<file path="src/rtl/fsmc_fifo_slave.sv">
// FSMC register-mapped slave that buffers a streaming sample source in a FIFO the MCU drains over the bus.
// Optional macro FSMC_FIFO_IRQ_EN enables the THRESH register and the level/overflow interrupt.
module fsmc_fifo_slave #(
    parameter int DATA_WIDTH = 16,
    parameter int FIFO_DEPTH = 256,
    parameter int CS_INDEX   = 0,
    parameter int CS_WIDTH   = 4
) (
    input  logic                  clk,
    input  logic                  rst_n,
    input  logic [CS_WIDTH-1:0]   cs,
    input  logic                  addr_en,
    input  logic                  rd_en,
    input  logic                  wr_en,
    input  logic [DATA_WIDTH-1:0] bus_wdata,
    output logic [DATA_WIDTH-1:0] bus_rdata,
    input  logic                  in_valid,
    input  logic [DATA_WIDTH-1:0] in_data,
    output logic                  irq
);
    localparam int PW = $clog2(FIFO_DEPTH);
    localparam int LW = PW + 1;

    localparam logic [3:0] A_CTRL   = 4'h0;
    localparam logic [3:0] A_STAT   = 4'h1;
    localparam logic [3:0] A_LEVEL  = 4'h2;
    localparam logic [3:0] A_FIFO   = 4'h3;
    localparam logic [3:0] A_THRESH = 4'h4;
    localparam logic [3:0] A_DROPS  = 4'h5;

    logic [DATA_WIDTH-1:0] mem [FIFO_DEPTH];
    logic [3:0]            addr_q;
    logic                  owned;
    logic                  wr_en_q;
    logic                  capture_en;
    logic                  overflow;
    logic [DATA_WIDTH-1:0] drops;
    logic [PW-1:0]         wr_ptr;
    logic [PW-1:0]         rd_ptr;
    logic [LW-1:0]         level;
    logic [DATA_WIDTH-1:0] rdata_next;
    logic                  sel;
    logic                  reg_wr;
    logic                  flush;
    logic                  full;
    logic                  empty;
    logic                  pop;
    logic                  push_try;
    logic                  push;
    logic                  drop;
    logic                  unused_inputs;

`ifdef FSMC_FIFO_IRQ_EN
    logic [DATA_WIDTH-1:0] thresh;
    logic [DATA_WIDTH-1:0] level_ext;
`endif

    assign sel      = cs[CS_INDEX];
    assign reg_wr   = rd_en & sel;
    assign flush    = reg_wr && (addr_q == A_CTRL) && bus_wdata[1];
    assign full     = (level == LW'(FIFO_DEPTH));
    assign empty    = (level == '0);
    // owned remembers whether the most recent address phase (any slave) targeted us,
    // so another slave's read strobe on the shared wr_en never pops our FIFO
    assign pop      = wr_en_q && !wr_en && owned && (addr_q == A_FIFO) && !empty;
    assign push_try = in_valid & capture_en;
    assign push     = push_try & (!full | pop);
    assign drop     = push_try & full & !pop;
    assign unused_inputs = ^{cs, bus_wdata};

    always_ff @(posedge clk or negedge rst_n) begin
        if (!rst_n) begin
            addr_q     <= 4'hF;
            owned      <= 1'b0;
            wr_en_q    <= 1'b0;
            capture_en <= 1'b0;
            overflow   <= 1'b0;
            drops      <= '0;
            wr_ptr     <= '0;
            rd_ptr     <= '0;
            level      <= '0;
        end else begin
            wr_en_q <= wr_en;
            if (addr_en) begin
                owned <= sel;
                if (sel) addr_q <= bus_wdata[3:0];
            end
            if (reg_wr && addr_q == A_CTRL) capture_en <= bus_wdata[0];
            if (flush) begin
                wr_ptr   <= '0;
                rd_ptr   <= '0;
                level    <= '0;
                drops    <= '0;
                overflow <= 1'b0;
            end else begin
                if (push) wr_ptr <= wr_ptr + PW'(1);
                if (pop)  rd_ptr <= rd_ptr + PW'(1);
                if (push && !pop)      level <= level + LW'(1);
                else if (pop && !push) level <= level - LW'(1);
                // a drop in the same cycle as a W1C clear wins so no overflow goes unreported
                if (drop) begin
                    overflow <= 1'b1;
                    if (drops != '1) drops <= drops + DATA_WIDTH'(1);
                end else if (reg_wr && addr_q == A_STAT && bus_wdata[2]) begin
                    overflow <= 1'b0;
                end
            end
        end
    end

    always_ff @(posedge clk) begin
        if (push && !flush) mem[wr_ptr] <= in_data;
    end

`ifdef FSMC_FIFO_IRQ_EN
    assign level_ext = DATA_WIDTH'(level);

    always_ff @(posedge clk or negedge rst_n) begin
        if (!rst_n) begin
            thresh <= '0;
            irq    <= 1'b0;
        end else begin
            if (reg_wr && addr_q == A_THRESH) thresh <= bus_wdata;
            irq <= ((thresh != '0) && (level_ext >= thresh)) || overflow;
        end
    end
`else
    assign irq = 1'b0;
`endif

    always_comb begin
        rdata_next = '0;
        case (addr_q)
            A_CTRL:  rdata_next[0] = capture_en;
            A_STAT: begin
                rdata_next[0] = empty;
                rdata_next[1] = full;
                rdata_next[2] = overflow;
            end
            A_LEVEL: rdata_next = DATA_WIDTH'(level);
            A_FIFO:  rdata_next = empty ? '0 : mem[rd_ptr];
`ifdef FSMC_FIFO_IRQ_EN
            A_THRESH: rdata_next = thresh;
`endif
            A_DROPS: rdata_next = drops;
            default: rdata_next = '0;
        endcase
    end

    always_ff @(posedge clk or negedge rst_n) begin
        if (!rst_n) bus_rdata <= '0;
        else        bus_rdata <= rdata_next;
    end
endmodule

</file>
<file path="config.mk">
export PLATFORM = sky130hd
export DESIGN_NAME = fsmc_fifo_slave
export DESIGN_NICKNAME = d
export VERILOG_FILES = /design/src/rtl/fsmc_fifo_slave.sv
export SDC_FILE = /design/constraint.sdc
export NUM_CORES = 2
export LEC_CHECK = 0
export CAP_MARGIN = 20
export CORE_AREA = 10 10 596 598
export CTS_CLUSTER_DIAMETER = 150
export CTS_CLUSTER_SIZE = 20
export DETAILED_ROUTE_END_ITERATION = 16
export DIE_AREA = 0 0 606 608
export GPL_ROUTABILITY_DRIVEN = 1
export PLACE_DENSITY_LB_ADDON = 0.08
export SLEW_MARGIN = 25
export SYNTH_ARGS = -nofsm -noshare
export SYNTH_HDL_FRONTEND = slang
export SYNTH_SLANG_ARGS = --single-unit
</file>
<file path="constraint.sdc">
create_clock -name clk -period 9.85 [get_ports clk]
set_input_delay 1.97 -clock clk [delete_from_list [all_inputs] [get_ports clk]]
set_output_delay 1.97 -clock clk [all_outputs]
set_load 0.01 [all_outputs]
</file>
==> flow_summary.json <==
{
  "cpMaxStageDelayCell": "nor2_1",
  "fin_skew_ns": 0.06713,
  "synth_edf_count": 4096,
  "cp.arrival_ns": 6.42,
  "clkSinkCount": 4161,
  "cp.depth": 9,
  "synth_area_sq_um": 160700,
  "p_leak_nw": 51.57,
  "setup_violations": 0,
  "die_w_um": 606,
  "total_power_mw": 38.46,
  "cts_tree": "yes",
  "firstDrtPassIters": 6,
  "fin_area_sq_um": 174400,
  "ys.flop_type": "edfxtp_1",
  "h-tree-depth": 4,
  "start_kind": "input pin",
  "synth_nets": 7499,
  "grt-ovfl-total": 0,
  "clk_latency_ns": 0.98,
  "dp_cells": 11931,
  "period_needed_ns": 5.760,
  "syn2layout_area_growth_pct": 8.564,
  "hold_viol": 0,
  "final_antenna_net_count": 0,
  "first_global_vias": 77256,
  "grt_pass1_wl_mm": 656.7,
  "crit_family": "simple AND/OR/NAND/NOR gates",
  "peakVddDrop_v": 0.0001645,
  "track_usage": 0.2570,
  "worst_pin_slew_ns": 1.232,
  "antenna_found_initial": 45,
  "gp_congestion": 0.8496,
  "crit_type": "input pin to flip-flop",
  "ioPinCount": 59,
  "final_common_cell": "edfxtp_1",
  "ctsResizeCount": 0,
  "ys_ff_latch": 4161,
  "synth.distinct_cells": 85,
  "nNetsFinal": 7669,
  "drc": 0,
  "vias": 78558,
  "worstPathMaxFanout": 16,
  "hold_path.class": "flip-flop to flip-flop",
  "wirelength_mm": 481.9,
  "cap_violations": 0,
  "via_per_inst": 6.427,
  "cpPeakStageDelay_ns": 0.92,
  "async_reset_ff_frac": 0.01562,
  "cts-root-buf": "clkbuf_16",
  "avgSynthCellArea_sq_um": 21.59,
  "holdPathStages": 2,
  "hold_buffers": 0,
  "cts_buffer_depth": 4,
  "synthCells": 7442,
  "port_buffers": 42,
  "max_freq_mhz": 173.6,
  "first_iter_violations": 10930,
  "final.period_utilization": 0.5848,
  "yosysWarnings": 0,
  "fp-row-count": 215,
  "setup_tns_ns": 0,
  "dieArea_sq_um": 368400,
  "yosysSeqAreaShare": 0.7756,
  "reg2reg_depth": 9,
  "cp.required_ns": 10.51,
  "core_area_sq_um": 342400,
  "numCtsBuffers": 230,
  "critPathBufInv": 2,
  "slew-limit-headroom": 0.1769,
  "fin_cells": 12223,
  "drive_gt1_frac": 0.2269,
  "p_per_area_nw_per_um2": 220.5,
  "slew_viol_final": 0,
  "cp_cell_sequence": "clkdlybuf4s50_1, nand3b_1, or2_1, a31o_2, or3_1, nor2_2, nand2_1, nor2_1, buf_4",
  "cts_setup_buffers": 0,
  "dp_hpwl_mm": 291.1,
  "cp-end-kind": "flip-flop",
  "initial_utilization": 0.4692,
  "drt-wirelength-per-cell_um": 39.43,
  "grt_max_degree": 182,
  "fp.dieH_um": 608,
  "status": "finished clean",
  "place_area_sq_um": 168000,
  "rsz0062_at_grt": "false",
  "most-common-layout-cells": "edfxtp_1, mux4_2, mux2i_1",
  "cts.clk_slew.worst_paths_ns": 0.09
}
-- cell type report --
cell class	instances	area (sq um)
fillers	27033	168000
clock inverters	9	123.9
well taps	4557	5702
diodes	21	52.55
multi-input cells	2839	34620
clock buffers	256	5896
repair buffers	365	3332
inverters	15	63.81
flip-flops and latches	4161	124700
-- worst register-to-register path: cells and delay by family (launching register included) --
family                 cells  cell delay [ns]
AO/OA/AOI/OAI              5             2.44
AND/OR/NAND/NOR            1             0.59
flip-flops                 1             0.88
buffers and inverters      3             1.40
-- metrics by stage --
step / utilization / setup slack, ns / hold WS, ns
6_report: 0.5094 / 4.090 / 0.5506
5_1_grt: 0.5093 / 3.999 / 0.5911
4_1_cts: 0.5081 / 4.234 / 0.5430
3_5_place_dp: 0.4905 / 3.192 / 0.5272
3_3_place_gp: 0.4899 / 3.197 / 0.5232
2_1_floorplan: - / 4.684 / 0.5009
-- metal layers --
metal  vias to the layer above  share of wire  global-route usage  wire (um)
met2                      3575           0.47              0.4009     227000
met5                         -       0.000079                   0         38
met3                       576          0.090             0.05557      43200
met4                         6          0.033             0.07208      15760
met1                     43067           0.41              0.3688     195900
li1                      31334              -                   -          -
-- kinds of logic after synthesis --
group,Yosys count,synth area share
other cells,1,0.00002334
buf+inv,442,0.01552
xor+xnor,33,0.001799
mux,1337,0.1549
simple gates,758,0.02071
compound gates,695,0.03026
flops,4161,0.7756
fa+ha+maj,15,0.001215
-- final timing paths --
check	to	slack, ns	start
max in group asynchronous	rd_ptr[1]	8.26	rst_n
worst max register to register	bus_rdata[0]	4.35	rd_ptr[4]
min in group asynchronous	bus_rdata[15]	1.00	rst_n
worst min register to register	overflow	0.55	overflow
worst max-delay path	mem[152][3]	4.09	wr_en
worst min-delay path	overflow	0.55	overflow
-- registers in the layout, indices dropped and copies added (netlist names) --
| name | count |
|---|---|
| overflow | 1 |
| capture_en | 1 |
| owned | 1 |
| level | 9 |
| drops | 16 |
| wr_en_q | 1 |
| addr_q | 4 |
| wr_ptr | 8 |
| mem | 4096 |
| rd_ptr | 8 |
| bus_rdata | 16 |
-- cells in the mapped netlist, types with 17 or more instances --
| cell | instances | share of area |
|---|---|---|
| xnor2_1 | 19 | 0.0010 |
| mux4_2 | 918 | 0.13 |
| buf_1 | 24 | 0.00056 |
| a21oi_1 | 118 | 0.0037 |
| dfrtp_1 | 61 | 0.0095 |
| nand3_1 | 37 | 0.0012 |
| o32ai_1 | 17 | 0.00093 |
| buf_2 | 148 | 0.0046 |
| nor2_1 | 357 | 0.0083 |
| buf_6 | 55 | 0.0039 |
| buf_4 | 52 | 0.0024 |
| and2_1 | 22 | 0.00086 |
| a22o_1 | 26 | 0.0014 |
| a221oi_1 | 46 | 0.0025 |
| mux2i_1 | 408 | 0.025 |
| o221ai_1 | 54 | 0.0029 |
| o22ai_1 | 99 | 0.0039 |
| nand2_1 | 194 | 0.0045 |
| o21ai_0 | 83 | 0.0026 |
| a211oi_1 | 41 | 0.0019 |
| clkbuf_1 | 143 | 0.0033 |
| nor4_1 | 18 | 0.00070 |
| edfxtp_1 | 4096 | 0.77 |
| nor3_1 | 34 | 0.0011 |
| a22oi_1 | 98 | 0.0046 |
-- where the power goes --
part | switching [mW] | internal [mW]
combinational | 5.73 | 3.23
sequential | 0.186 | 19.5
clock | 5.56 | 4.23
Power figures use the tool's default switching activity.
